## src/rtl/a2bus_drive_arbiter_pkg.sv

```systemverilog
// ---------------------------------------------------------------------------
// a2bus_drive_arbiter_pkg
// Types and constants shared by the Apple II bus read-drive arbiter and its
// round-robin picker.
//   a2_state_e     : arbiter FSM state encoding (also exported for debug)
//   A2_DRIVE_DELAY : default logic-clock cycles from phi0 rise to driver enable
//   A2_HOLD_COUNT  : default logic-clock cycles the driver stays on after phi0 fall
//   A2_CNT_W       : width of the delay/hold down-counter
//   A2_WD_W/LIMIT  : width and terminal value of the ARMED no-clock watchdog
//   multi_hot()    : true when more than one bit of a request vector is set
// ---------------------------------------------------------------------------
package a2bus_drive_arbiter_pkg;

  typedef enum logic [2:0] {
    ST_IDLE  = 3'd0,
    ST_ARMED = 3'd1,
    ST_DELAY = 3'd2,
    ST_DRIVE = 3'd3,
    ST_HOLD  = 3'd4
  } a2_state_e;

  localparam int A2_DRIVE_DELAY = 4;
  localparam int A2_HOLD_COUNT  = 2;
  localparam int A2_CNT_W       = 8;
  localparam int A2_WD_W        = 6;

  // ARMED is abandoned on the 63rd cycle without a phi0 rising edge: the
  // watchdog counts 0..62 while waiting and fires when it already holds 62.
  localparam logic [A2_WD_W-1:0] A2_WD_LIMIT = 6'd62;

  // Clearing the lowest set bit leaves something only if two or more were set.
  function automatic logic multi_hot(input logic [7:0] v);
    return (v & (v - 8'd1)) != 8'd0;
  endfunction

endpackage

```

## src/rtl/a2bus_drive_arbiter_rr_picker.sv

```systemverilog
// ---------------------------------------------------------------------------
// rr_picker
// Purely combinational round-robin priority picker.
//   req_i   [NUM_REQ] : request vector
//   ptr_i   [PTR_W]   : index of the last granted requester
//   grant_o [NUM_REQ] : one-hot grant, zero when req_i is zero
// The search starts at ptr_i+1 and wraps from NUM_REQ-1 to 0, so the last
// winner is examined last.
// ---------------------------------------------------------------------------
module rr_picker #(
  parameter int NUM_REQ = 4,
  parameter int PTR_W   = 2
) (
  input  logic [NUM_REQ-1:0] req_i,
  input  logic [PTR_W-1:0]   ptr_i,
  output logic [NUM_REQ-1:0] grant_o
);

  logic             w_found;
  logic [PTR_W:0]   w_sum;
  logic [PTR_W-1:0] w_idx;

  always_comb begin
    grant_o = '0;
    w_found = 1'b0;
    w_sum   = '0;
    w_idx   = '0;
    for (int k = 1; k <= NUM_REQ; k++) begin
      // ptr_i < NUM_REQ and k <= NUM_REQ, so one conditional subtract wraps.
      w_sum = {1'b0, ptr_i} + (PTR_W + 1)'(k);
      if (w_sum >= (PTR_W + 1)'(NUM_REQ)) begin
        w_sum = w_sum - (PTR_W + 1)'(NUM_REQ);
      end
      w_idx = w_sum[PTR_W-1:0];
      if (!w_found && req_i[w_idx]) begin
        grant_o[w_idx] = 1'b1;
        w_found        = 1'b1;
      end
    end
  end

endmodule

```

## src/rtl/a2bus_drive_arbiter.sv

```systemverilog
// ---------------------------------------------------------------------------
// a2bus_drive_arbiter
// Decides which internal card answers an Apple II bus read cycle and times
// the external data driver enable against phi0.
//   clk_logic_i      : logic clock, the only clock
//   reset_i          : synchronous active-high reset
//   phi0_posedge_i   : one-cycle pulse at phi0 rise
//   phi0_negedge_i   : one-cycle pulse at phi0 fall
//   addr_strobe_i    : one-cycle pulse when address and rw_n_i are sampled
//   rw_n_i           : bus R/W (1 = read), valid with addr_strobe_i
//   req_i  [NUM_REQ] : per-card claim of the current read cycle
//   data_i [NUM_REQ][8] : per-card read data, captured at phi0 rise
//   grant_o [NUM_REQ]: one-hot owner of the current cycle, zero when none
//   data_o [8]       : captured data of the granted card
//   data_oe_o        : registered enable for the external bus driver
//   conflict_o       : pulse when several cards claimed the same read
//   error_o          : pulse when addr_strobe_i arrives outside IDLE
//   state_o          : current FSM state, for debug and checkers
// All pulse inputs are single-cycle strobes in the clk_logic_i domain; there
// is no back-pressure, an event is consumed in the cycle it is presented.
// ---------------------------------------------------------------------------
module a2bus_drive_arbiter
  import a2bus_drive_arbiter_pkg::*;
#(
  parameter int NUM_REQ     = 4,
  parameter int DRIVE_DELAY = A2_DRIVE_DELAY,
  parameter int HOLD_COUNT  = A2_HOLD_COUNT
) (
  input  logic                    clk_logic_i,
  input  logic                    reset_i,
  input  logic                    phi0_posedge_i,
  input  logic                    phi0_negedge_i,
  input  logic                    addr_strobe_i,
  input  logic                    rw_n_i,
  input  logic [NUM_REQ-1:0]      req_i,
  input  logic [NUM_REQ-1:0][7:0] data_i,
  output logic [NUM_REQ-1:0]      grant_o,
  output logic [7:0]              data_o,
  output logic                    data_oe_o,
  output logic                    conflict_o,
  output logic                    error_o,
  output a2_state_e               state_o
);

  localparam int PTR_W = (NUM_REQ > 1) ? $clog2(NUM_REQ) : 1;
  localparam logic [A2_CNT_W-1:0] C_DRIVE = A2_CNT_W'(DRIVE_DELAY);
  localparam logic [A2_CNT_W-1:0] C_HOLD  = A2_CNT_W'(HOLD_COUNT);
  localparam logic [A2_CNT_W-1:0] C_ONE   = A2_CNT_W'(1);

  a2_state_e           r_state, w_state_nx;
  logic [NUM_REQ-1:0]  r_grant, w_grant_nx;
  logic [PTR_W-1:0]    r_ptr, w_ptr_nx;
  logic [7:0]          r_data, w_data_nx;
  logic                r_oe, w_oe_nx;
  logic                r_conflict, w_conflict_nx;
  logic                r_error, w_error_nx;
  logic [A2_CNT_W-1:0] r_cnt, w_cnt_nx;
  logic [A2_WD_W-1:0]  r_wd, w_wd_nx;

  logic [NUM_REQ-1:0]  w_pick;
  logic [PTR_W-1:0]    w_pick_idx;

  rr_picker #(
    .NUM_REQ (NUM_REQ),
    .PTR_W   (PTR_W)
  ) u_rr_picker (
    .req_i   (req_i),
    .ptr_i   (r_ptr),
    .grant_o (w_pick)
  );

  always_comb begin
    w_pick_idx = '0;
    for (int k = 0; k < NUM_REQ; k++) begin
      if (w_pick[k]) w_pick_idx = PTR_W'(k);
    end
  end

  // Next-state and next-output logic. The pointer register doubles as the
  // index of the granted card, which is what selects data_i at capture.
  always_comb begin
    w_state_nx    = r_state;
    w_grant_nx    = r_grant;
    w_ptr_nx      = r_ptr;
    w_data_nx     = r_data;
    w_oe_nx       = r_oe;
    w_cnt_nx      = r_cnt;
    w_wd_nx       = r_wd;
    w_conflict_nx = 1'b0;
    w_error_nx    = 1'b0;

    case (r_state)
      ST_IDLE: begin
        if (addr_strobe_i && rw_n_i && (req_i != '0)) begin
          w_state_nx    = ST_ARMED;
          w_grant_nx    = w_pick;
          w_ptr_nx      = w_pick_idx;
          w_wd_nx       = '0;
          w_conflict_nx = multi_hot(8'(req_i));
        end
      end

      ST_ARMED: begin
        if (phi0_posedge_i) begin
          w_data_nx  = data_i[r_ptr];
          w_cnt_nx   = C_DRIVE;
          w_state_nx = ST_DELAY;
        end else if (r_wd == A2_WD_LIMIT) begin
          // phi0 has stopped (sleep / no bus clock): give the cycle up.
          w_state_nx = ST_IDLE;
          w_grant_nx = '0;
        end else begin
          w_wd_nx = r_wd + 1'b1;
        end
      end

      ST_DELAY: begin
        // A phi0 fall before the delay expires means the window is gone;
        // the driver is never turned on for this cycle.
        if (phi0_negedge_i) begin
          w_cnt_nx   = C_HOLD;
          w_state_nx = ST_HOLD;
        end else if (r_cnt <= C_ONE) begin
          w_cnt_nx   = '0;
          w_oe_nx    = 1'b1;
          w_state_nx = ST_DRIVE;
        end else begin
          w_cnt_nx = r_cnt - 1'b1;
        end
      end

      ST_DRIVE: begin
        if (phi0_negedge_i) begin
          w_cnt_nx   = C_HOLD;
          w_state_nx = ST_HOLD;
        end
      end

      ST_HOLD: begin
        if (r_cnt <= C_ONE) begin
          w_cnt_nx   = '0;
          w_oe_nx    = 1'b0;
          w_grant_nx = '0;
          w_state_nx = ST_IDLE;
        end else begin
          w_cnt_nx = r_cnt - 1'b1;
        end
      end

      default: begin
        w_state_nx = ST_IDLE;
        w_oe_nx    = 1'b0;
        w_grant_nx = '0;
        w_cnt_nx   = '0;
      end
    endcase

    // A strobe outside IDLE is only reported; it never disturbs the cycle.
    if (addr_strobe_i && (r_state != ST_IDLE)) begin
      w_error_nx = 1'b1;
    end
  end

  always_ff @(posedge clk_logic_i) begin
    if (reset_i) begin
      r_state    <= ST_IDLE;
      r_grant    <= '0;
      r_ptr      <= '0;
      r_data     <= 8'h00;
      r_oe       <= 1'b0;
      r_conflict <= 1'b0;
      r_error    <= 1'b0;
      r_cnt      <= '0;
      r_wd       <= '0;
    end else begin
      r_state    <= w_state_nx;
      r_grant    <= w_grant_nx;
      r_ptr      <= w_ptr_nx;
      r_data     <= w_data_nx;
      r_oe       <= w_oe_nx;
      r_conflict <= w_conflict_nx;
      r_error    <= w_error_nx;
      r_cnt      <= w_cnt_nx;
      r_wd       <= w_wd_nx;
    end
  end

  assign grant_o    = r_grant;
  assign data_o     = r_data;
  assign data_oe_o  = r_oe;
  assign conflict_o = r_conflict;
  assign error_o    = r_error;
  assign state_o    = r_state;

endmodule

```

## config.mk

```make
export PLATFORM = sky130hd
export DESIGN_NAME = a2bus_drive_arbiter
export DESIGN_NICKNAME = d
export VERILOG_FILES = /design/src/rtl/a2bus_drive_arbiter_pkg.sv /design/src/rtl/a2bus_drive_arbiter_rr_picker.sv /design/src/rtl/a2bus_drive_arbiter.sv
export SDC_FILE = /design/constraint.sdc
export NUM_CORES = 1
export LEC_CHECK = 0
export BUFFER_PORTS_ARGS = -buffer_cell sky130_fd_sc_hd__buf_2
export CORE_ASPECT_RATIO = 1.2
export CORE_MARGIN = 5
export CORE_UTILIZATION = 50
export DETAILED_ROUTE_END_ITERATION = 16
export PLACE_DENSITY_LB_ADDON = 0.15
export SLEW_MARGIN = 15
export SYNTH_ARGS = -nofsm -noshare
export SYNTH_HDL_FRONTEND = slang
export SYNTH_SLANG_ARGS = --single-unit
```

## constraint.sdc

```tcl
create_clock -name clk_logic_i -period 5.5 [get_ports clk_logic_i]
set_input_delay 0.275 -clock clk_logic_i [delete_from_list [all_inputs] [get_ports clk_logic_i]]
set_output_delay 0.275 -clock clk_logic_i [all_outputs]
set_load 0.02 [all_outputs]
```

Word-level counts from Yosys, hierarchy flattened --
Index checks and enable logic that the tools add are counted.
Storage, ports and cells: flip-flop bits (word level) 34, input bits 42, output and inout bits 18, word-level logic and storage cells 145
Operators by class: $add $sub $neg 11, magnitude comparators 14, eq/ne operators 16, mux-type cells 59, bitwise logic cells 8, reduce and logical (&&, ||, !) cells 28
Operator list (number):
- $mux W8 | 5
- $pmux W8 S5 | 1
- $mux W4 | 8
- $mux W3 | 7
- $mux W6 | 3
- $ne A2 B2 Y1 const B | 9
- $bmux W8 S2 | 1
- $mux W1 | 16
- $pmux W4 S4 | 1
- $lt A2 B3 Y1 const B | 5
- $pmux W3 S5 | 1
- $ge A3 B3 Y1 const B | 4
- $mux W2 | 6
- $or A4 B4 Y4 | 3
- $pmux W6 S2 | 1
- $logic_and A1 B1 Y1 | 10
- $reduce_and A5 Y1 | 2
- $and A4 B8 Y8 | 1
- $bmux W1 S2 | 4
- $demux W1 S2 | 4
- $ge A2 B1 Y1 const B | 4
- $le A8 B1 Y1 const B | 1
- $reduce_and A4 Y1 | 2
- $reduce_bool A8 Y1 | 1
- other kinds (23) | 36

Depth between registers and ports, before layout --
depth after elaboration 18, depth in mapped cells 9, depth with buffers taken out 8

Hierarchy --
From an unflattened synthesis, not the netlist that was laid out.
Unflattened totals: cell total of the unflattened synthesis 243, area, all modules 2207.1 sq um
Modules (own cells, without submodules):
- a2bus_drive_arbiter | instances 1, cells each 205, area an instance 1849.3 sq um, sequential area each 680.7 sq um
- rr_picker | instances 1, cells each 38, area an instance 357.8 sq um, sequential area each 0.0 sq um

Worst setup path after synthesis --
Ideal clock, no wire load.
path type register to register, start register r_ptr[1], end register r_ptr[1], library setup time 0.088 ns, arrival time 2.703 ns, required time 5.412 ns, setup slack 2.709 ns, cell stages (with the launch flop) 9, buffers on the path 1, period minus slack after synthesis 2.791 ns, path through dfxtp_1 -> clkbuf_1 -> inv_1 -> ha_1 -> mux4_2 -> nor4b_4 -> a221o_1 -> inv_1 -> a311oi_2
On the way: longest elaborated chain between the ends 17, elaborated cells on any way between the ends 62, classes of those cells 8 x add/sub; 12 x order compare; 29 x mux; 3 x bitwise; 10 x reduce/logical
RTL lines:
- start: declaration | line a2bus_drive_arbiter.sv:52 | logic [PTR_W-1:0] r_ptr, w_ptr_nx;
- start signal: assignment | line a2bus_drive_arbiter.sv:178 | r_ptr <= w_ptr_nx;
- branches (longest 14 deep; another with $add A2 B1 Y3)
- $mux W4 * | line a2bus_drive_arbiter_rr_picker.sv:35 | if (!w_found && req_i[w_idx]) begin
- $mux W2 | line a2bus_drive_arbiter.sv:75 | if (w_pick[k]) w_pick_idx = PTR_W'(k);
- $mux W2 * | line a2bus_drive_arbiter.sv:75
Every way passes the cells marked *. The select of a mux whose other input is x is not followed. A chain may end at the register's enable or synchronous reset.

Final worst setup path --
start register r_ptr[0], end register r_ptr[1]
The elaborated chain is that of the path after synthesis.

==> reports/qor.txt <==
Status - finished, final reports clean
First-pass GRT wire length - 7290 um
Util after Layout - 0.600
Syn nets - 283
Std cell rows - 26
Port Buf Inserts - 59
Clock Skew - 10.1 ps
Sequential area share after synthesis - 0.321
Netlist cell types - 48
Met2 GRT Util - 0.281
Setup Viol. Count Final - 0
Share of post-route cells with drive strength above 1 - 0.295
Cells after Synth - 229
Placed cells - 334
Ys flop type - dfxtp_1
Pin count of the biggest net entering global routing - 31
Initial Util - 0.505
Critical path launch point type - register
Grt ovf - 0
Vias - 1882
Worst-Skew Late Latency - 280 ps
Top cells by area, synth - dfxtp_1 32%, mux4_2 11%, ha_1 7.1%
Kind of critical path - register to register
Layout area overhead - 18.8%
CP endpoint kind - register
Peak VDD IR - 0.000131 V
Slew HR - 0.427
Post-Place Setup Slack - 2250 ps
Syn Area/Cell - 9.26 um^2
Vias in the first global route - 1678
Final setup margin - 2290 ps
Max clock buf depth - 2
Root Driver - clkbuf_8
Unrepaired setup endpoints after global routing - no
Gr usage total - 0.160
Worst hold path class - primary input to register
Final period util - 0.584
Worst-Margin Slew - 859 ps
Routing usage on met1 - 0.184
TritonCTS clock tree - yes
Remaining design rule violation count - 0
DRT antenna net count - 0
First DRT Iteration DRCs - 108
Cell Pwr Density - 251 nW/um^2
Mapped Area - 2120 um^2
Setup TNS - 0 ps
# IOs - 60
Final Hold Vio Count - 0
WL/cell - 13.2 um
Post-synth EDFFs - 0
Inserted Diodes - 0
Required time worst endpoint - 5700 ps
Pins Over Slew Limit - 0
Die Span Y - 81.3 um
Post-cts resize count - 0
Non-filler instance count after layout - 341
Chip Width - 69.5 um
TritonCTS buffer count - 5
Async S/R FF share, synth - 0
Fill cell count - 384
Clock transition at the registers of the reported paths - 70 ps
Synth Warn # - 0
Hpwl dp - 3500 um
Met3 Use GR - 0.0446
Max Cap Viol - 0
Iteration count of the initial detailed-routing pass - 4
Postcts setup bufs - 0
H-tree Lvls - 2
Flops & latches, synth - 34
Final wirelength - 4510 um
Final net count - 339
Via density - 5.52
Routability cong. - 0.804
Leak - 1.02 nW
Synth area leader - dfxtp_1
Max Freq - 0.311 GHz
Multi-input gate area - 1360 um^2
DIE AREA - 5650 um^2
Synth top area share - 0.321
CP max FO - 17
Min cycle time layout - 3210 ps
Clock Sinks - 34
GR peak layer - met2
Initial antenna violation count - 0
Cts hold-fix bufs - 0
Sequential Area - 681 um^2
Core area - 4200 um^2
Arrival @ worst endpoint - 3410 ps
## worst max-delay path: stages, from the launching register on
cell and delay [ps]:
dfxtp_1 890, inv_1 260, ha_1 400, mux4_2 630, nor4b_4 410, a221o_1 250, inv_1 60, a311oi_2 240
## cells by family (layout without fill, tap and decap cells)
family                     Yosys count  in the layout  synth area share
xor gates and xnor gates             9              9            0.0372
and+or+nand+nor                     91             91             0.225
DFF                                 34             34             0.321
muxes                               13             13             0.136
adders and majority gates           13             13            0.0755
AOI/OAI and AO/OA                   51             51             0.169
buffers and inverters               18             74            0.0360
## stage by stage
| step | area, um^2 | total power, mW | hold WS [ps] |
|---|---|---|---|
| final | 2520 | 0.631 | 262 |
| after detailed placement | 2440 | 0.466 | 443 |
| after CTS | 2520 | 0.640 | 253 |
| after floorplan | 2120 | 0.421 | 442 |
| after global placement | 2440 | 0.463 | 440 |
| after global routing | 2520 | 0.672 | 247 |
## synth_stat cells, types with 2 or more instances
library cell   n
a211oi_1       4
a21o_1         2
a21oi_1       17
a221o_1        2
and2_1         3
clkbuf_1       8
dfxtp_1       34
ha_1          12
inv_1          8
mux4_1         2
mux4_2        10
nand2_1       30
nand2b_1       5
nand3_1        5
nand4_1        2
nor2_1        19
nor3_1         9
nor3b_1        3
nor4_1         2
o21a_1         2
o21ai_0        8
o21bai_1       3
o22a_1         3
or3_1          4
or4_1          2
xnor2_1        4
xor2_1         5
## per-layer routing
layer | part of all wire | wire length [um] | vias up
met5 | 0 | 0 | -
met4 | 0.021 | 95 | 0
met3 | 0.058 | 263 | 11
met2 | 0.49 | 2230 | 47
met1 | 0.43 | 1920 | 874
li1 | - | - | 950
## sequential cells by signal, summed over array words and instances, names as in the netlist, 2 cells and up
| name | count |
|---|---|
| state_o | 3 |
| r_ptr | 2 |
| r_wd | 6 |
| data_o | 8 |
| r_cnt | 8 |
| grant_o | 4 |
## area by class of cell
class | instances | area share
Clock buffer | 5 | 0.0273
Clock inverter | 2 | 0.00397
Inverter | 8 | 0.0119
Multi-Input combinational cell | 177 | 0.541
Sequential cell | 34 | 0.270
Tap cell | 56 | 0.0278
Timing Repair Buffer | 59 | 0.117
## where the power goes
group | switching, mW | internal, mW
Combinational | 0.0901 | 0.0841
Clock | 0.0867 | 0.0848
Sequential | 0.0237 | 0.262
Total | 0.201 | 0.431
## worst paths after layout
kind | from | end | slack (ps) | cells past startpoint
max | r_ptr[0] | r_ptr[1] | 2290 | 7
min reg2reg | data_o[0] | data_o[0] | 450 | 2
min | addr_strobe_i | error_o | 260 | 2
max reg2reg | r_ptr[0] | r_ptr[1] | 2290 | 7
## layout by cell type, fill, tap and decap left out, drive strengths merged, types with 5 or more instances in the layout
cell type  instances
nor2              19
nand2             30
nand3              5
mux4              12
inv                8
buf               59
nand2b             5
xor2               5
dfxtp             34
clkbuf             5
a21oi             17
ha                12
o21ai              9
nor3               9
Note: power is estimated with default switching activity, not from simulation.
